==> src/rtl/alu_word_pkg.sv <==
// Shared encodings for the 16-bit word-op sequencer in front of the 8-bit ALU.
// Contents: word-op codes, ALU op codes, sequencer states, flag bit positions,
// and small decode helpers used by alu_word_seq.
package alu_word_pkg;

    // Word operation codes (wop input)
    localparam logic [2:0] WOP_INW  = 3'b000;
    localparam logic [2:0] WOP_DEW  = 3'b001;
    localparam logic [2:0] WOP_ASW  = 3'b010;
    localparam logic [2:0] WOP_ROW  = 3'b011;
    localparam logic [2:0] WOP_LSRW = 3'b100;
    localparam logic [2:0] WOP_RORW = 3'b101;
    localparam logic [2:0] WOP_ASRW = 3'b110;
    localparam logic [2:0] WOP_ADDW = 3'b111;

    // ALU op codes: op[3:2] picks the B-side operand, op[1:0] = 11 passes AI
    localparam logic [3:0] ALU_ADD  = 4'b0011;  // AI + BI + CI
    localparam logic [3:0] ALU_SUB  = 4'b0111;  // AI + ~BI + CI
    localparam logic [3:0] ALU_DBL  = 4'b1011;  // AI + AI + CI
    localparam logic [3:0] ALU_PASS = 4'b1111;  // AI + 0 + CI, or shift when right=1

    // Positions within flags / flag_we, packed as {N,V,Z,C}
    localparam int unsigned FLAG_N = 3;
    localparam int unsigned FLAG_V = 2;
    localparam int unsigned FLAG_Z = 1;
    localparam int unsigned FLAG_C = 0;

    typedef enum logic [1:0] {
        StIdle   = 2'd0,
        StFirst  = 2'd1,
        StSecond = 2'd2,
        StLast   = 2'd3
    } state_t;

    // Right shifts walk the word high byte first so the carry moves downward.
    function automatic logic is_right_op(input logic [2:0] op);
        return (op == WOP_LSRW) || (op == WOP_RORW) || (op == WOP_ASRW);
    endfunction

    // Which status flags the op is allowed to update.
    function automatic logic [3:0] flag_mask(input logic [2:0] op);
        logic [3:0] m;
        m = '0;
        m[FLAG_N] = 1'b1;
        m[FLAG_Z] = 1'b1;
        if (op == WOP_ADDW) begin
            m[FLAG_V] = 1'b1;
        end
        if ((op != WOP_INW) && (op != WOP_DEW)) begin
            m[FLAG_C] = 1'b1;
        end
        return m;
    endfunction

endpackage

==> src/rtl/alu_word_seq.sv <==
// Multi-cycle sequencer running 16-bit word ops through the 8-bit ALU one byte
// at a time, then assembling the word result and {N,V,Z,C} flags with a write mask.
// Ports:
//   clk, reset (async, active-high), RDY (global stall, low freezes all state)
//   start/wop/opa/opb/c_in : request, accepted only when idle and RDY=1
//   busy, done (one-cycle pulse), result, flags, flag_we : outputs
//   alu_op/right/arith/AI/BI/CI/BCD : drive to ALU; alu_OUT/CO/V : registered ALU results
module alu_word_seq
    import alu_word_pkg::*;
(
    input  logic        clk,
    input  logic        reset,
    input  logic        RDY,
    input  logic        start,
    input  logic [2:0]  wop,
    input  logic [15:0] opa,
    input  logic [15:0] opb,
    input  logic        c_in,
    output logic        busy,
    output logic        done,
    output logic [15:0] result,
    output logic [3:0]  flags,
    output logic [3:0]  flag_we,
    output logic [3:0]  alu_op,
    output logic        alu_right,
    output logic        alu_arith,
    output logic [7:0]  alu_AI,
    output logic [7:0]  alu_BI,
    output logic        alu_CI,
    output logic        alu_BCD,
    input  logic [7:0]  alu_OUT,
    input  logic        alu_CO,
    input  logic        alu_V
);

    state_t      state_q;
    logic [2:0]  wop_q;
    logic [15:0] opa_q;
    logic [15:0] opb_q;
    logic        cin_q;
    logic [7:0]  byte0_q;
    logic        done_q;
    logic [15:0] result_q;
    logic [3:0]  flags_q;
    logic [3:0]  flag_we_q;

    logic        second;
    logic        use_hi;
    logic        ci_first;
    logic [15:0] word;

    // byte0_q holds the first-processed byte; alu_OUT in LAST is the second one
    assign word = is_right_op(wop_q) ? {byte0_q, alu_OUT} : {alu_OUT, byte0_q};

    // Per-op ALU drive for the two byte cycles; idle values otherwise.
    always_comb begin
        alu_op    = ALU_PASS;
        alu_right = 1'b0;
        alu_arith = 1'b0;
        alu_AI    = 8'h00;
        alu_BI    = 8'h00;
        alu_CI    = 1'b0;
        second    = (state_q == StSecond);
        use_hi    = second ^ is_right_op(wop_q);
        ci_first  = 1'b0;
        if ((state_q == StFirst) || (state_q == StSecond)) begin
            alu_AI = use_hi ? opa_q[15:8] : opa_q[7:0];
            unique case (wop_q)
                WOP_INW: begin
                    alu_op   = ALU_ADD;
                    ci_first = 1'b1;
                end
                WOP_DEW: begin
                    alu_op = ALU_SUB;
                end
                WOP_ASW: begin
                    alu_op = ALU_DBL;
                end
                WOP_ROW: begin
                    alu_op   = ALU_DBL;
                    ci_first = cin_q;
                end
                WOP_ADDW: begin
                    alu_op   = ALU_ADD;
                    alu_BI   = use_hi ? opb_q[15:8] : opb_q[7:0];
                    ci_first = cin_q;
                end
                WOP_LSRW: begin
                    alu_right = 1'b1;
                end
                WOP_RORW: begin
                    alu_right = 1'b1;
                    ci_first  = cin_q;
                end
                WOP_ASRW: begin
                    alu_right = 1'b1;
                    // Only the high byte replicates the sign; the low byte takes
                    // the high byte's bit0 through CI.
                    alu_arith = !second;
                end
            endcase
            // Second byte chains on the first byte's carry, registered by the ALU
            alu_CI = second ? alu_CO : ci_first;
        end
    end

    always_ff @(posedge clk or posedge reset) begin
        if (reset) begin
            state_q   <= StIdle;
            wop_q     <= 3'b000;
            opa_q     <= 16'h0000;
            opb_q     <= 16'h0000;
            cin_q     <= 1'b0;
            byte0_q   <= 8'h00;
            done_q    <= 1'b0;
            result_q  <= 16'h0000;
            flags_q   <= 4'h0;
            flag_we_q <= 4'h0;
        end else if (RDY) begin
            done_q <= 1'b0;
            case (state_q)
                StIdle: begin
                    if (start) begin
                        wop_q   <= wop;
                        opa_q   <= opa;
                        opb_q   <= opb;
                        cin_q   <= c_in;
                        state_q <= StFirst;
                    end
                end
                StFirst: begin
                    state_q <= StSecond;
                end
                StSecond: begin
                    byte0_q <= alu_OUT;
                    state_q <= StLast;
                end
                StLast: begin
                    result_q          <= word;
                    flags_q[FLAG_N]   <= word[15];
                    flags_q[FLAG_V]   <= (wop_q == WOP_ADDW) && alu_V;
                    flags_q[FLAG_Z]   <= (word == 16'h0000);
                    flags_q[FLAG_C]   <= alu_CO;
                    flag_we_q         <= flag_mask(wop_q);
                    done_q            <= 1'b1;
                    state_q           <= StIdle;
                end
            endcase
        end
    end

    assign busy    = (state_q != StIdle);
    // A stalled done cycle must not report done; it shows once RDY returns.
    assign done    = done_q && RDY;
    assign result  = result_q;
    assign flags   = flags_q;
    assign flag_we = flag_we_q;
    assign alu_BCD = 1'b0;

endmodule

==> config.mk <==
export PLATFORM = sky130hd
export DESIGN_NAME = alu_word_seq
export DESIGN_NICKNAME = d
export VERILOG_FILES = /design/src/rtl/alu_word_pkg.sv /design/src/rtl/alu_word_seq.sv
export SDC_FILE = /design/constraint.sdc
export NUM_CORES = 1
export LEC_CHECK = 0
export BUFFER_PORTS_ARGS = -buffer_cell sky130_fd_sc_hd__buf_2
export CAP_MARGIN = 5
export CORE_ASPECT_RATIO = 2
export CORE_MARGIN = 10
export CORE_UTILIZATION = 40
export CTS_CLUSTER_DIAMETER = 30
export DETAILED_ROUTE_END_ITERATION = 16
export PLACE_DENSITY_LB_ADDON = 0.12
export SYNTH_ARGS = -nofsm -noshare
export SYNTH_HDL_FRONTEND = slang
export SYNTH_SLANG_ARGS = --single-unit
==> constraint.sdc <==
create_clock -name clk -period 2.4 [get_ports clk]
set_input_delay 0.36 -clock clk [delete_from_list [all_inputs] [get_ports clk]]
set_output_delay 0.36 -clock clk [all_outputs]
set_load 0.01 [all_outputs]
; Word-level counts from Yosys, hierarchy flattened
; Index checks and enable logic that the tools add are counted.
; Widths: inputs -> output; s select.
[classes]
n_mux = 20
n_reduce_logical = 20
bitwise = 1
n_eq_ne = 12
[op_table]
columns = op, n
row1 = $mux 8, 5
row2 = $logic_not 16->1, 1
row3 = $mux 16, 1
row4 = $eq 3x3->1 const B, 4
row5 = $pmux 4 s3, 1
row6 = $mux 1, 9
row7 = $pmux 2 s4, 1
row8 = $eq 3x2->1 const B, 2
row9 = $reduce_and 2->1, 3
row10 = $reduce_or 3->1, 2
row11 = $eq 2x2->1 const B, 2
row12 = $mux 4, 1
row13 = $reduce_or 2->1, 2
row14 = $eq 3x1->1 const B, 1
row15 = $logic_and 1x1->1, 3
row16 = $logic_not 3->1, 1
row17 = $logic_or 1x1->1, 3
row18 = $ne 3x1->1 const B, 1
row19 = $reduce_and 3->1, 1
row20 = $reduce_bool 3->1, 1
row21 = $eq 2x1->1 const B, 1
row22 = $logic_not 2->1, 1
row23 = $mux 2, 1
row24 = $ne 2x2->1 const B, 1
row25 = other kinds (4), 4
[totals]
regBits = 71

; Logic depth before layout (Yosys ltp)
[logic_depth]
depth_word = 7
depth_mapped = 7
depth_no_buf = 5

; Least setup slack after synthesis
; OpenSTA, ideal clock, no wires.
[synth_path]
path_kind = reg2out
startpoint = register state_q[1]
endpoint = output alu_BI[0]
path_stages_with_launch = 8
slack_ns = 0.549
t_arrival_ns = 1.491
required_time_ns = 2.040
path_buffers = 2
path_cell_list = dfrtp_1 > inv_1 > ha_1 > and2_1 > buf_2 > buf_1 > nand4b_1 > o21ai_0
[synth_between]
elab_chain_len = 5
[synth_rtl]
columns = item, line
row1 = "start, declared", alu_word_seq.sv:36  ; state_t state_q;
row2 = "start signal, assigned", alu_word_seq.sv:109  ; state_q <= StIdle;
row3 = "start signal, assigned", alu_word_seq.sv:128  ; state_q <= StFirst;
row4 = "start signal, assigned", alu_word_seq.sv:132  ; state_q <= StSecond;
row5 = $eq 2x2->1, "alu_word_seq.sv:63, alu_word_seq.sv:66"
row6 = $xor 1x1->1, alu_word_seq.sv:64  ; use_hi = second ^ is_right_op(wop_q);
row7 = $mux 8, alu_word_seq.sv:85  ; alu_BI = use_hi ? opb_q[15:8] : opb_q[7:0];
row8 = $mux 8, alu_word_seq.sv:68  ; unique case (wop_q)
row9 = $mux 8 *, alu_word_seq.sv:66  ; if ((state_q == StFirst) || (state_q == StSecond)) begin
row10 = "end, declared", alu_word_seq.sv:28  ; output logic [7:0] alu_BI,
; Every way passes the cells marked *; elsewhere a longest branch is shown, timed or not.

; Final worst setup path
[layout_path]
startpoint = register state_q[1]
endpoint = output alu_BI[4]
; Same word-level chain as after synthesis.

==> key figures <==
Outcome
  • Status: completed

Placement
  • Dpl ws: between 0.3 and 0.4 ns
  • Post-DP HPWL: between 6 and 7 mm
  • DP Cell Count: ~470
  • Area after DPL: between 3000 and 4000 um2
  • PortBufs: 96
  • Gpl congestion: 0.7325

Setup path
  • Crit path cell chain: inv_1, ha_1, and2_1, buf_6, nand3_1, o21ai_0, buf_2
  • Max incr delay on CP: roughly 0.38 ns
  • Worst Path Max Fanout: 19
  • WS Path Type: flop to output port
  • Startpoint Class: flop
  • Crit path buf inv count: 3
  • Family with the most delay on the worst path: buffers and inverters
  • Crit end category: output port
  • Arr. time, crit path: roughly 1.8 ns
  • Worst path slowest cell: dfrtp_1
  • CP required: between 2 and 2.5 ns

STA
  • Rel. slew slack: 0.6319
  • Final Critical Period: between 2 and 2.5 ns
  • Final setup viols: 0
  • Final worst-path cycle share: 0.9060
  • Least-Margin Pin Slew: about 0.55 ns
  • Worst Setup Slack, final: 0.2256 ns
  • Clk_skew: between 0.005 and 0.006 ns
  • Final hold slack: between 0.07 and 0.08 ns
  • Final Hold Viols: 0
  • TNS Setup: 0 ns
  • RSZ-0062 raised after global routing: false
  • Final Slew Violations: 0
  • Fmax: 459.9 MHz

Synth
  • Syn Area/Cell: 11.53 um2
  • Synth top area cells: dfrtp_1, mux2_2, mux2i_1, o21ai_0, nand2_1
  • Synth unique cells: 28
  • Number of synthesized register bits: 69
  • Synth Cell Area: roughly 3300 um2
  • Post-synth ARST share: 1.000
  • Sequential fraction of the synthesis area: 0.5273
  • Yosys warns: 0
  • Area leader, netlist: dfrtp_1
  • Cells after Synth: 284
  • Synth top area share: 0.5273
  • Post-synth EDFFs: 0
  • Ys flop type: dfrtp_1

Route
  • DRT antenna net count: 0
  • DRC violations left: 0
  • DR pass1 iterations: 4
  • Avg WL per Cell: roughly 17 um
  • Total number of vias: roughly 2400
  • Post-Route WL: approximately 8 mm
  • DR iter-0 viols: 44
  • Via/cell ratio: ~5

Finish
  • Final net count: 434
  • Area taken by multi-input logic gates: 1401 um2
  • Most common cell after layout, fill and taps aside: buf_2
  • Most frequent cells in the layout: buf_2, dfrtp_1, mux2_2, nand2_1, o21ai_0
  • Area growth, synth to finish: 26.98%
  • # diodes: 0
  • Layout cells sized above 1: 0.4468
  • Fill count: 753
  • Final Core Density: 0.5235
  • Final Cell Area: between 4000 and 5000 um2
  • Non-Filler Instances: approximately 480
  • Sequential Area: 1727 um2

Global route
  • GRT Total Usage: 0.1324
  • Vias in the first global route: between 2000 and 3000
  • Largest net degree at the start of global routing: 37
  • Initial antenna violation count: 0
  • First-pass GRT wire length: 13.24 mm
  • Total gr overflow: 0

Clocking
  • Hold_buf cts: 0
  • Clock Tree Buf Depth: 2
  • Worst-path clk slew: roughly 0.06 ns
  • Clk Latency, worst-skew pair: 0.33 ns
  • CTS tree: built
  • Clock sinks: 69
  • H-tree Lvls: 3
  • CTS buffer count: 9
  • Root Buffer: clkbuf_16

Floorplanning
  • Initial core utilization: 0.4123
  • Horiz. Die Dim: about 84 um
  • IO Count: 100
  • Row count: 46
  • Die area: 12420 um2
  • Chip height: between 100 and 150 um
  • CORE AREA: 7943 um2

Hold path
  • Worst hold path class: primary input to async pin

Power and ir drop
  • Overall power: around 5.9 mW
  • Power per cell area: approximately 1400 nW/um2
  • VDD IR max: ~0.00072 V
  • Pleak: a little over 2 nW

Job
  • Max-cap check violation count: 0
path summary, 6_finish.rpt:
check | start | endpoint | slack [ns] | depth (start not counted)
min in group clk | opb[8] | opb_q[8] | 0.26 | 2
setup reg to reg | state_q[0] | byte0_q[3] | 0.69 | 5
max in group asynchronous | reset | opb_q[12] | 1.72 | 3
hold / removal | reset | opb_q[8] | 0.07 | 2
setup / recovery | state_q[1] | alu_BI[4] | 0.23 | 7
hold reg to reg | flags[1] | flags[1] | 0.47 | 2
worst reg2reg max path: stages (launching register included):
cell and delay [ns]:
dfrtp_1 0.37, inv_1 0.10, ha_1 0.27, buf_4 0.22
nand2_1 0.26, mux2_2 0.37
area by class of cell:
type	instances	area share
clock inverter	1	0.001204
tap	96	0.02889
inverter	5	0.004514
clock buffer	14	0.06590
timing repair buffer	108	0.1472
sequential	69	0.4153
multi-input combinational	188	0.3370
synthesized netlist by cell type, types with 2 or more instances:
library cell,instances
nor4_1,4
nand2_1,40
nor2_1,5
a22oi_1,2
mux2i_1,24
buf_4,5
o21ai_0,31
conb_1,2
ha_1,3
buf_2,4
inv_1,5
nand2b_1,2
nand3_1,9
mux2_2,46
buf_6,3
clkbuf_1,10
nand4b_1,8
dfrtp_1,69
and2_1,3
metal layers:
metal | global-route usage | wire [um]
met2 | 0.2215 | 4088
met4 | 0.06229 | 189
met5 | 0 | 0
met1 | 0.1386 | 3135
met3 | 0.05779 | 549
state kept, by name, summed over array words and instances (netlist names):
signal	flops
byte0_q	8
state_q	2
wop_q	3
cin_q	1
flags	3
done_q	1
opb_q	16
opa_q	16
flag_we	3
result	16
timing repair:
item	4_1_cts	5_1_grt
gates resized for setup	0	2
setup buffers	0	1
setup endpoints to repair	0	16
logic make-up after synthesis:
logic type,count (synthesis),share of synthesized area
mux,70,0.2316
simple gates,76,0.1143
flops,69,0.5273
other cells,2,0.002294
buf+inv,28,0.04624
xor+xnor,1,0.008408
fa+ha+maj,3,0.01146
compound gates,35,0.05846
power by group:
group	switching [mW]	total (mW)	internal (mW)
Sequential	0.329	2.05	1.72
Combinational	1.35	2.63	1.27
Clock	0.450	1.23	0.776
Total	2.13	5.90	3.77
(Power assumes the default switching activity.)
